File: config.mk
export PLATFORM = sky130hd
export DESIGN_NAME = mc_controller
export DESIGN_NICKNAME = d
export VERILOG_FILES = /design/src/rtl/mc_controller.sv
export SDC_FILE = /design/constraint.sdc
export NUM_CORES = 1
export LEC_CHECK = 0
export CORE_MARGIN = 4
export CORE_UTILIZATION = 34
export DETAILED_ROUTE_END_ITERATION = 12
export PLACE_DENSITY = 0.86
export SYNTH_ARGS = -nofsm -noshare
export SYNTH_HDL_FRONTEND = slang
export SYNTH_SLANG_ARGS = --single-unit
File: constraint.sdc
create_clock -name i_clk -period 1.8 [get_ports i_clk]
set_input_delay 0.36 -clock i_clk [delete_from_list [all_inputs] [get_ports i_clk]]
set_output_delay 0.36 -clock i_clk [all_outputs]
set_load 0.1 [all_outputs]
File: src/rtl/mc_controller.sv
// mc_controller
// Multicycle control unit for an RV32 subset (lw, sw, R-type, I-type ALU,
// beq, jal). One state per instruction step and one step per clock. It
// drives every datapath select and write enable. It also decodes the
// opcode held in the instruction register into the immediate-extender
// select.
//
// Ports
//   i_clk          rising-edge clock
//   i_reset_n      synchronous active-low reset
//   i_op           instr[6:0] from the instruction register
//   i_funct3       instr[14:12]
//   i_funct7b5     instr[30]
//   i_zero         ALU zero flag for the current cycle
//   o_immsrc       extender select: 00 I, 01 S, 10 B, 11 J
//   o_alusrca      ALU A select: 00 PC, 01 OldPC, 10 register A
//   o_alusrcb      ALU B select: 00 WriteData, 01 ImmExt, 10 constant 4
//   o_resultsrc    result select: 00 ALUOut, 01 Data, 10 ALUResult
//   o_adrsrc       memory address select: 0 PC, 1 Result
//   o_alucontrol   ALU op: 000 add, 001 sub, 010 and, 011 or, 101 slt
//   o_irwrite      instruction register load
//   o_pcwrite      PC load
//   o_regwrite     register file write
//   o_memwrite     data memory write
module mc_controller (
  input  logic       i_clk,
  input  logic       i_reset_n,
  input  logic [6:0] i_op,
  input  logic [2:0] i_funct3,
  input  logic       i_funct7b5,
  input  logic       i_zero,
  output logic [1:0] o_immsrc,
  output logic [1:0] o_alusrca,
  output logic [1:0] o_alusrcb,
  output logic [1:0] o_resultsrc,
  output logic       o_adrsrc,
  output logic [2:0] o_alucontrol,
  output logic       o_irwrite,
  output logic       o_pcwrite,
  output logic       o_regwrite,
  output logic       o_memwrite
);

  localparam logic [6:0] OP_LW   = 7'b0000011;
  localparam logic [6:0] OP_SW   = 7'b0100011;
  localparam logic [6:0] OP_R    = 7'b0110011;
  localparam logic [6:0] OP_I    = 7'b0010011;
  localparam logic [6:0] OP_BEQ  = 7'b1100011;
  localparam logic [6:0] OP_JAL  = 7'b1101111;

  localparam logic [2:0] ALU_ADD = 3'b000;
  localparam logic [2:0] ALU_SUB = 3'b001;
  localparam logic [2:0] ALU_AND = 3'b010;
  localparam logic [2:0] ALU_OR  = 3'b011;
  localparam logic [2:0] ALU_SLT = 3'b101;

  typedef enum logic [3:0] {
    S_FETCH    = 4'd0,
    S_DECODE   = 4'd1,
    S_MEMADR   = 4'd2,
    S_MEMREAD  = 4'd3,
    S_MEMWB    = 4'd4,
    S_MEMWRITE = 4'd5,
    S_EXECUTER = 4'd6,
    S_EXECUTEI = 4'd7,
    S_ALUWB    = 4'd8,
    S_JAL      = 4'd9,
    S_BEQ      = 4'd10
  } state_t;

  state_t     r_state;
  state_t     w_next_state;

  logic [1:0] w_alusrca;
  logic [1:0] w_alusrcb;
  logic [1:0] w_resultsrc;
  logic       w_adrsrc;
  logic [1:0] w_aluop;
  logic       w_irwrite;
  logic       w_pcupdate;
  logic       w_branch;
  logic       w_regwrite;
  logic       w_memwrite;
  logic [2:0] w_alucontrol;
  logic [1:0] w_immsrc;

  // ALU decoder. Subtract on funct3=000 only for R-type (op[5]=1) with
  // funct7b5 set, so addi with imm[10]=1 still adds.
  function automatic logic [2:0] alu_decode(input logic [1:0] aluop,
                                            input logic       op5,
                                            input logic [2:0] funct3,
                                            input logic       funct7b5);
    logic [2:0] res;
    res = ALU_ADD;
    case (aluop)
      2'b00: res = ALU_ADD;
      2'b01: res = ALU_SUB;
      2'b10: begin
        case (funct3)
          3'b000:  res = (op5 && funct7b5) ? ALU_SUB : ALU_ADD;
          3'b010:  res = ALU_SLT;
          3'b110:  res = ALU_OR;
          3'b111:  res = ALU_AND;
          default: res = ALU_ADD;
        endcase
      end
      default: res = ALU_ADD;
    endcase
    return res;
  endfunction

  // State register with synchronous reset to FETCH.
  always_ff @(posedge i_clk) begin
    if (!i_reset_n) begin
      r_state <= S_FETCH;
    end else begin
      r_state <= w_next_state;
    end
  end

  // Next-state logic; unknown encodings and unsupported opcodes go back to FETCH.
  always_comb begin
    w_next_state = S_FETCH;
    case (r_state)
      S_FETCH:  w_next_state = S_DECODE;
      S_DECODE: begin
        case (i_op)
          OP_LW, OP_SW: w_next_state = S_MEMADR;
          OP_R:         w_next_state = S_EXECUTER;
          OP_I:         w_next_state = S_EXECUTEI;
          OP_JAL:       w_next_state = S_JAL;
          OP_BEQ:       w_next_state = S_BEQ;
          default:      w_next_state = S_FETCH;
        endcase
      end
      S_MEMADR: begin
        if (i_op == OP_LW) begin
          w_next_state = S_MEMREAD;
        end else begin
          w_next_state = S_MEMWRITE;
        end
      end
      S_MEMREAD:  w_next_state = S_MEMWB;
      S_MEMWB:    w_next_state = S_FETCH;
      S_MEMWRITE: w_next_state = S_FETCH;
      S_EXECUTER: w_next_state = S_ALUWB;
      S_EXECUTEI: w_next_state = S_ALUWB;
      S_ALUWB:    w_next_state = S_FETCH;
      S_JAL:      w_next_state = S_ALUWB;
      S_BEQ:      w_next_state = S_FETCH;
      default:    w_next_state = S_FETCH;
    endcase
  end

  // Moore output decode of the current state.
  always_comb begin
    w_alusrca   = 2'b00;
    w_alusrcb   = 2'b00;
    w_resultsrc = 2'b00;
    w_adrsrc    = 1'b0;
    w_aluop     = 2'b00;
    w_irwrite   = 1'b0;
    w_pcupdate  = 1'b0;
    w_branch    = 1'b0;
    w_regwrite  = 1'b0;
    w_memwrite  = 1'b0;
    case (r_state)
      S_FETCH: begin
        w_irwrite   = 1'b1;
        w_pcupdate  = 1'b1;
        w_alusrcb   = 2'b10;
        w_resultsrc = 2'b10;
      end
      S_DECODE: begin
        w_alusrca = 2'b01;
        w_alusrcb = 2'b01;
      end
      S_MEMADR: begin
        w_alusrca = 2'b10;
        w_alusrcb = 2'b01;
      end
      S_MEMREAD: begin
        w_adrsrc = 1'b1;
      end
      S_MEMWB: begin
        w_resultsrc = 2'b01;
        w_regwrite  = 1'b1;
      end
      S_MEMWRITE: begin
        w_adrsrc   = 1'b1;
        w_memwrite = 1'b1;
      end
      S_EXECUTER: begin
        w_alusrca = 2'b10;
        w_aluop   = 2'b10;
      end
      S_EXECUTEI: begin
        w_alusrca = 2'b10;
        w_alusrcb = 2'b01;
        w_aluop   = 2'b10;
      end
      S_ALUWB: begin
        w_regwrite = 1'b1;
      end
      S_JAL: begin
        w_alusrca  = 2'b01;
        w_alusrcb  = 2'b10;
        w_pcupdate = 1'b1;
      end
      S_BEQ: begin
        w_alusrca = 2'b10;
        w_branch  = 1'b1;
        w_aluop   = 2'b01;
      end
      default: begin
        w_alusrca = 2'b00;
      end
    endcase
  end

  // ALU control from aluop and the instruction function fields.
  always_comb begin
    w_alucontrol = alu_decode(w_aluop, i_op[5], i_funct3, i_funct7b5);
  end

  // Immediate format select, purely from the opcode.
  always_comb begin
    w_immsrc = 2'b00;
    case (i_op)
      OP_LW, OP_I: w_immsrc = 2'b00;
      OP_SW:       w_immsrc = 2'b01;
      OP_BEQ:      w_immsrc = 2'b10;
      OP_JAL:      w_immsrc = 2'b11;
      default:     w_immsrc = 2'b00;
    endcase
  end

  // Output stage: everything except immsrc is held at 0 while reset is low,
  // so no write fires during a reset cycle even if the state is mid-instruction.
  always_comb begin
    o_immsrc = w_immsrc;
    if (!i_reset_n) begin
      o_alusrca    = 2'b00;
      o_alusrcb    = 2'b00;
      o_resultsrc  = 2'b00;
      o_adrsrc     = 1'b0;
      o_alucontrol = 3'b000;
      o_irwrite    = 1'b0;
      o_pcwrite    = 1'b0;
      o_regwrite   = 1'b0;
      o_memwrite   = 1'b0;
    end else begin
      o_alusrca    = w_alusrca;
      o_alusrcb    = w_alusrcb;
      o_resultsrc  = w_resultsrc;
      o_adrsrc     = w_adrsrc;
      o_alucontrol = w_alucontrol;
      o_irwrite    = w_irwrite;
      // Branch takes effect in the same cycle the ALU reports zero.
      o_pcwrite    = w_pcupdate | (w_branch & i_zero);
      o_regwrite   = w_regwrite;
      o_memwrite   = w_memwrite;
    end
  end

endmodule

==> results of run 1 <==
==> logic make-up after synthesis <==
| family | after synthesis |
|---|---|
| simple gates | 40 |
| xor+xnor | 5 |
| flops | 4 |
| compound gates | 14 |
| fa+ha+maj | 2 |
| buf+inv | 10 |
==> per-stage QoR <==
| stage | TNS, ns | area (sq um) | setup slack, ns |
|---|---|---|---|
| after CTS | -1.13 | 1430 | -0.369 |
| after detailed placement | -4.08 | 1300 | -0.461 |
| after global placement | -2.94 | 1300 | -0.423 |
| after floorplan | -3.07 | 722 | -0.657 |
==> repair_timing <==
item	4_1_cts
endpoints found under the hold margin	0
pin swaps	7
resized for setup	27
buffers inserted	5
endpoints found under the setup margin	16
==> run_results.csv, run 1 <==
group,metric,value,unit
synth,yosysMostFrequentCell,"nor2_1",
place,place_inst,137,
synth,synth_enable_flop_cells,0,
synth,post_synth_most_frequent_cells,"7 x nor2_1, 5 x nand2_1",
place,routabilityCongestion,0.880,
die,floorplan.initialDensity,0.365,
synth,postSynthNetCount,91,
timing,timing.grt.repair.worst_endpoint,"o_alucontrol[2]",
clock_network,clock_sinks,4,
synth,combinational_family_with_the_most_area_after_synthesis,"simple AND/OR/NAND/NOR gates",
place,dpl.hpwl,1880,um
synth,synth.distinct_cells,34,
die,fp-row-count,14,
die,dieWidth,48.7,um
clock_network,htreeDepth,1,
outcome,last-stage-reached,"5_1_grt",
outcome,first_error,"[ERROR DPL-0038] Utilization greater than 100%, impossible to legalize",
synth,synthesis.area,563,sq um
synth,synth_simple_gate_area_share,0.476,
synth,synthesis.instances,75,
synth,synth_flop_cell,"dfxtp_1",
clock_network,ctsLongestPathBuffers,2,
place,port_buffers,29,
timing,worst_endpoint_kind,"top-level output",
synth,ys_seq_elements,4,
synth,synth-async-reset-ratio,0,
synth,yosysTopAreaCell,"dfxtp_1",
die,dieHeight,48.7,um
clock_network,cts-buffers-inserted,3,
synth,synthAdderAreaFrac,0.0444,
synth,ys.warnings.count,0,
synth,yosys.area_share.xor_xnor,0.0778,
synth,synth-compound-area-share,0.178,
synth,synth.avg_cell_area,7.51,sq um
die,ioPinCount,30,
clock_network,cts_hold_buffers,0,
synth,top_post_synthesis_cells_by_area,"dfxtp_1 14%, xor2_1 6.2%, nand4bb_4 4.9%",
global_routing,largest_net_degree_at_the_start_of_global_routing,13,
clock_network,clock_tree.root_cell,"clkbuf_4",
outcome,outcome,"did not finish",
synth,synth.mux.area_fraction,0,
synth,post-synth-top-area-fraction,0.142,
synth,synth-seq-area-share,0.142,
==> inputs of run 2 (changes only) <==
--- a/config.mk
+++ b/config.mk
@@ -5,10 +5,10 @@
 export SDC_FILE = /design/constraint.sdc
 export NUM_CORES = 1
 export LEC_CHECK = 0
-export CORE_MARGIN = 4
-export CORE_UTILIZATION = 34
+export CORE_AREA = 4 4 65 67
 export DETAILED_ROUTE_END_ITERATION = 12
-export PLACE_DENSITY = 0.86
+export DIE_AREA = 0 0 69 71
+export PLACE_DENSITY_LB_ADDON = 0.15
 export SYNTH_ARGS = -nofsm -noshare
 export SYNTH_HDL_FRONTEND = slang
 export SYNTH_SLANG_ARGS = --single-unit
==> constraint.sdc (replaced) <==
create_clock -name i_clk -period 2.35 [get_ports i_clk]
set_input_delay 0.47 -clock i_clk [delete_from_list [all_inputs] [get_ports i_clk]]
set_output_delay 0.47 -clock i_clk [all_outputs]
set_load 0.1 [all_outputs]
==> run 2 against run 1 <==
Net effect:
- the flow now finishes without violations
- synthesized cell count stayed put
- synthesized area is the same
==> run_results.csv, run 2 <==
group,metric,value,unit
worst_setup_path,timing.rr.start,"r_state[2]",
worst_setup_path,r2r-end,"r_state[2]",
die,dieHeight,71,um
routing,num_vias,686,
clock_network,worstSkewPairLatency,0.22,ns
timing,holdWs,0.599,ns
flow_run,max-cap-violations,0,
worst_setup_path,timing.reg2reg.worst_path_depth,5,
place,port_buffers,29,
min_path,worst_min_delay_path_category,"primary input to flop",
final_layout,core_utilization_of_the_finished_layout,0.355,
final_layout,largestRegisters,"r_state x4",
die,ioPinCount,30,
die,dieWidth,69,um
worst_setup_path,worst_setup_path_end_kind,"output pin",
worst_setup_path,sequence_of_cells_on_the_critical_path,"clkdlybuf4s50_1 -> nand4bb_4 -> nor4b_1 -> a31o_2 -> buf_12",
clock_network,clock_sinks,4,
synth,synth.avg_cell_area,7.51,sq um
worst_setup_path,worst-endpoint-arrival,1.80,ns
synth,synthesis.area,563,sq um
final_layout,insertedDiodeCount,0,
timing,final_min_period_over_clock_period,0.967,
global_routing,largest_net_degree_at_the_start_of_global_routing,13,
synth,synth_flop_cell,"dfxtp_1",
place,post_dp_cell_area,0.00122,sq mm
timing,final_hold_vios,0,
synth,synth.distinct_cells,34,
timing,slew_headroom,0.738,
global_routing,grt_pass1_vias,760,
place,dpl.hpwl,1600,um
worst_setup_path,worst-setup-path-type,"primary input to output pin",
timing,report.final.setup_viol,0,
timing,period_needed,2.27,ns
power,static_leakage_power,0.511,nW
power,power.density,307,mW/mm^2
place,routabilityCongestion,0.689,
die,die_area,0.00490,sq mm
final_layout,largest_register_ffs,4,
final_layout,finish.cell_count_without_fillers,163,
worst_setup_path,worst-r2r-setup-slack,0.99,ns
timing,finalWorstSetupSlack,0.0765,ns
clock_network,tritoncts,"yes",
die,fp.coreArea,0.00363,sq mm
final_layout,layout.cells.most_common,"buf_12",
global_routing,track_usage,0.0813,
clock_network,ctsLongestPathBuffers,2,
synth,post_synth_most_frequent_cells,"7 x nor2_1, 5 x nand2_1",
worst_setup_path,crit_fanout,3,
clock_network,htreeDepth,1,
synth,ys.warnings.count,0,
power,total_net_switching_power,0.139,mW
routing,wl_per_cell,11.7,um
synth,top_post_synthesis_cells_by_area,"dfxtp_1 14%, xor2_1 6.2%, nand4bb_4 4.9%",
power,vdd_ir_drop_max,89.4,uV
final_layout,final_layout_size_suffix_gt1_frac,0.452,
synth,post-synth-top-area-fraction,0.142,
power,seq_power_share,0.180,
timing,fin_clk_skew,0.00266,ns
routing,drt-pass1-iter-count,4,
final_layout,finalInstanceArea,0.00129,sq mm
worst_setup_path,timing.critical_path.slowest_stage_cell,"clkdlybuf4s50_1",
final_layout,most-common-layout-cells,"16 x buf_12, 14 x buf_4, 12 x clkdlybuf4s50_1, 5 x nand2_1",
min_path,hold-path-endpoint,"r_state[3]",
routing,drtAntennaViolNets,0,
timing,fmax,0.440,GHz
clock_network,cts_hold_buffers,0,
min_path,hold_path_stages,2,
clock_network,cts-buffers-inserted,3,
global_routing,grt_first_pass_wirelength,3320,um
die,fp-row-count,22,
worst_setup_path,max_stage_delay,0.45,ns
die,floorplan.initialDensity,0.155,
synth,yosysMostFrequentCell,"nor2_1",
global_routing,met1_usage,0.0993,
routing,drcViolationCount,0,
power,pwr-share-clk,0.361,
global_routing,met3_usage,0.0298,
final_layout,final_nets,133,
routing,drt_iter0_drc,9,
min_path,hold_path_startpoint,"i_reset_n",
global_routing,grt_use_met2,0.132,
synth,synth_enable_flop_cells,0,
place,place_inst,159,
power,internal_power,0.257,mW
global_routing,antenna_found_initial,0,
timing,timing_max_transition_violations_final,0,
routing,route.detailed.vias_per_inst,4.21,
synth,ys_seq_elements,4,
worst_setup_path,startpoint_type,"primary input",
global_routing,globalRoute.totalOverflow,0,
synth,synth-async-reset-ratio,0,
timing,rsz0062_at_grt,"false",
timing,worst_pin_slew,0.389,ns
synth,synth-seq-area-share,0.142,
final_layout,layout-area-overhead-vs-synth,129,%
routing,wirelength,1910,um
place,place_ws,-0.0286,ns
power,sw_frac_of_total,0.352,
synth,synthesis.instances,75,
outcome,outcome,"finished, final reports clean",
clock_network,clock_tree.root_cell,"clkbuf_8",
clock_network,cts.clk_slew.worst_paths,0.03,ns
synth,yosysTopAreaCell,"dfxtp_1",
final_layout,max_flop_register,"r_state",
global_routing,grt.busiest_layer,"met2",
power,share_comb_of_total_power,0.458,
worst_setup_path,data_required_time_at_the_worst_endpoint,1.88,ns
synth,postSynthNetCount,91,
-- run 2: cell counts after synthesis --
Identical to the previous run, type by type.
-- run 2: per-stage QoR --
step | TNS (ns) | power [mW]
3_5_place_dp | -0.0568 | 0.255
4_1_cts | 0 | 0.401
5_1_grt | 0 | 0.416
3_3_place_gp | -0.0728 | 0.255
2_1_floorplan | -0.708 | 0.176
6_report | 0 | 0.396
-- run 2: cells by family after synthesis --
group                    synth area share
AO/OA/AOI/OAI                       0.178
XOR/XNOR                           0.0778
adder cells (fa/ha/maj)            0.0444
buffers and inverters              0.0822
flip-flops                          0.142
AND/OR/NAND/NOR                     0.476
-- run 2: layout make-up --
type,count,area (sq um)
clock buffer,3,41.3
sequential,4,80.1
fill,392,2340
multi-input combinational,61,536
tap,48,60.1
inverter,4,15.0
timing repair buffer,43,558
-- run 2: what timing repair did --
| action | in CTS | in global routing |
|---|---|---|
| pin swaps | 3 | 3 |
| setup buffers | 1 | 0 |
| endpoints found under the setup margin | 4 | 4 |
| resized for setup | 1 | 3 |
-- run 2: critical path: cells and delay by family --
family                 cells  cell delay (ns)
buffers and inverters      2             0.62
AOI/OAI and AO/OA          1             0.18
and+or+nand+nor            2             0.53
-- run 2: per-layer routing --
metal,wire length [um],vias to the layer above
li1,-,349
met5,0,-
met4,25,0
met2,935,21
met1,835,313
met3,109,3
-- run 2: how the worst max path moves through the flow --
stage               startpoint         endpoint  cells past startpoint
global route        r_state[2]  o_alucontrol[0]                      6
floorplan           r_state[1]  o_alucontrol[2]                      5
finish                 i_op[3]      o_immsrc[0]                      5
detailed placement   i_reset_n        o_irwrite                      4
global placement     i_reset_n        o_irwrite                      4
CTS                 r_state[1]  o_alucontrol[2]                      6
-- run 2: power by group through the flow --
| stage | combinational, mW | sequential [mW] | clock, mW |
|---|---|---|---|
| 2_1_floorplan | 0.104 | 0.0721 | 0 |
| 3_3_place_gp | 0.183 | 0.0720 | 0 |
| 3_5_place_dp | 0.183 | 0.0719 | 0 |
| 4_1_cts | 0.184 | 0.0710 | 0.147 |
| 5_1_grt | 0.190 | 0.0718 | 0.154 |
| 6_report | 0.182 | 0.0715 | 0.143 |
Power figures use the tool's default switching activity.
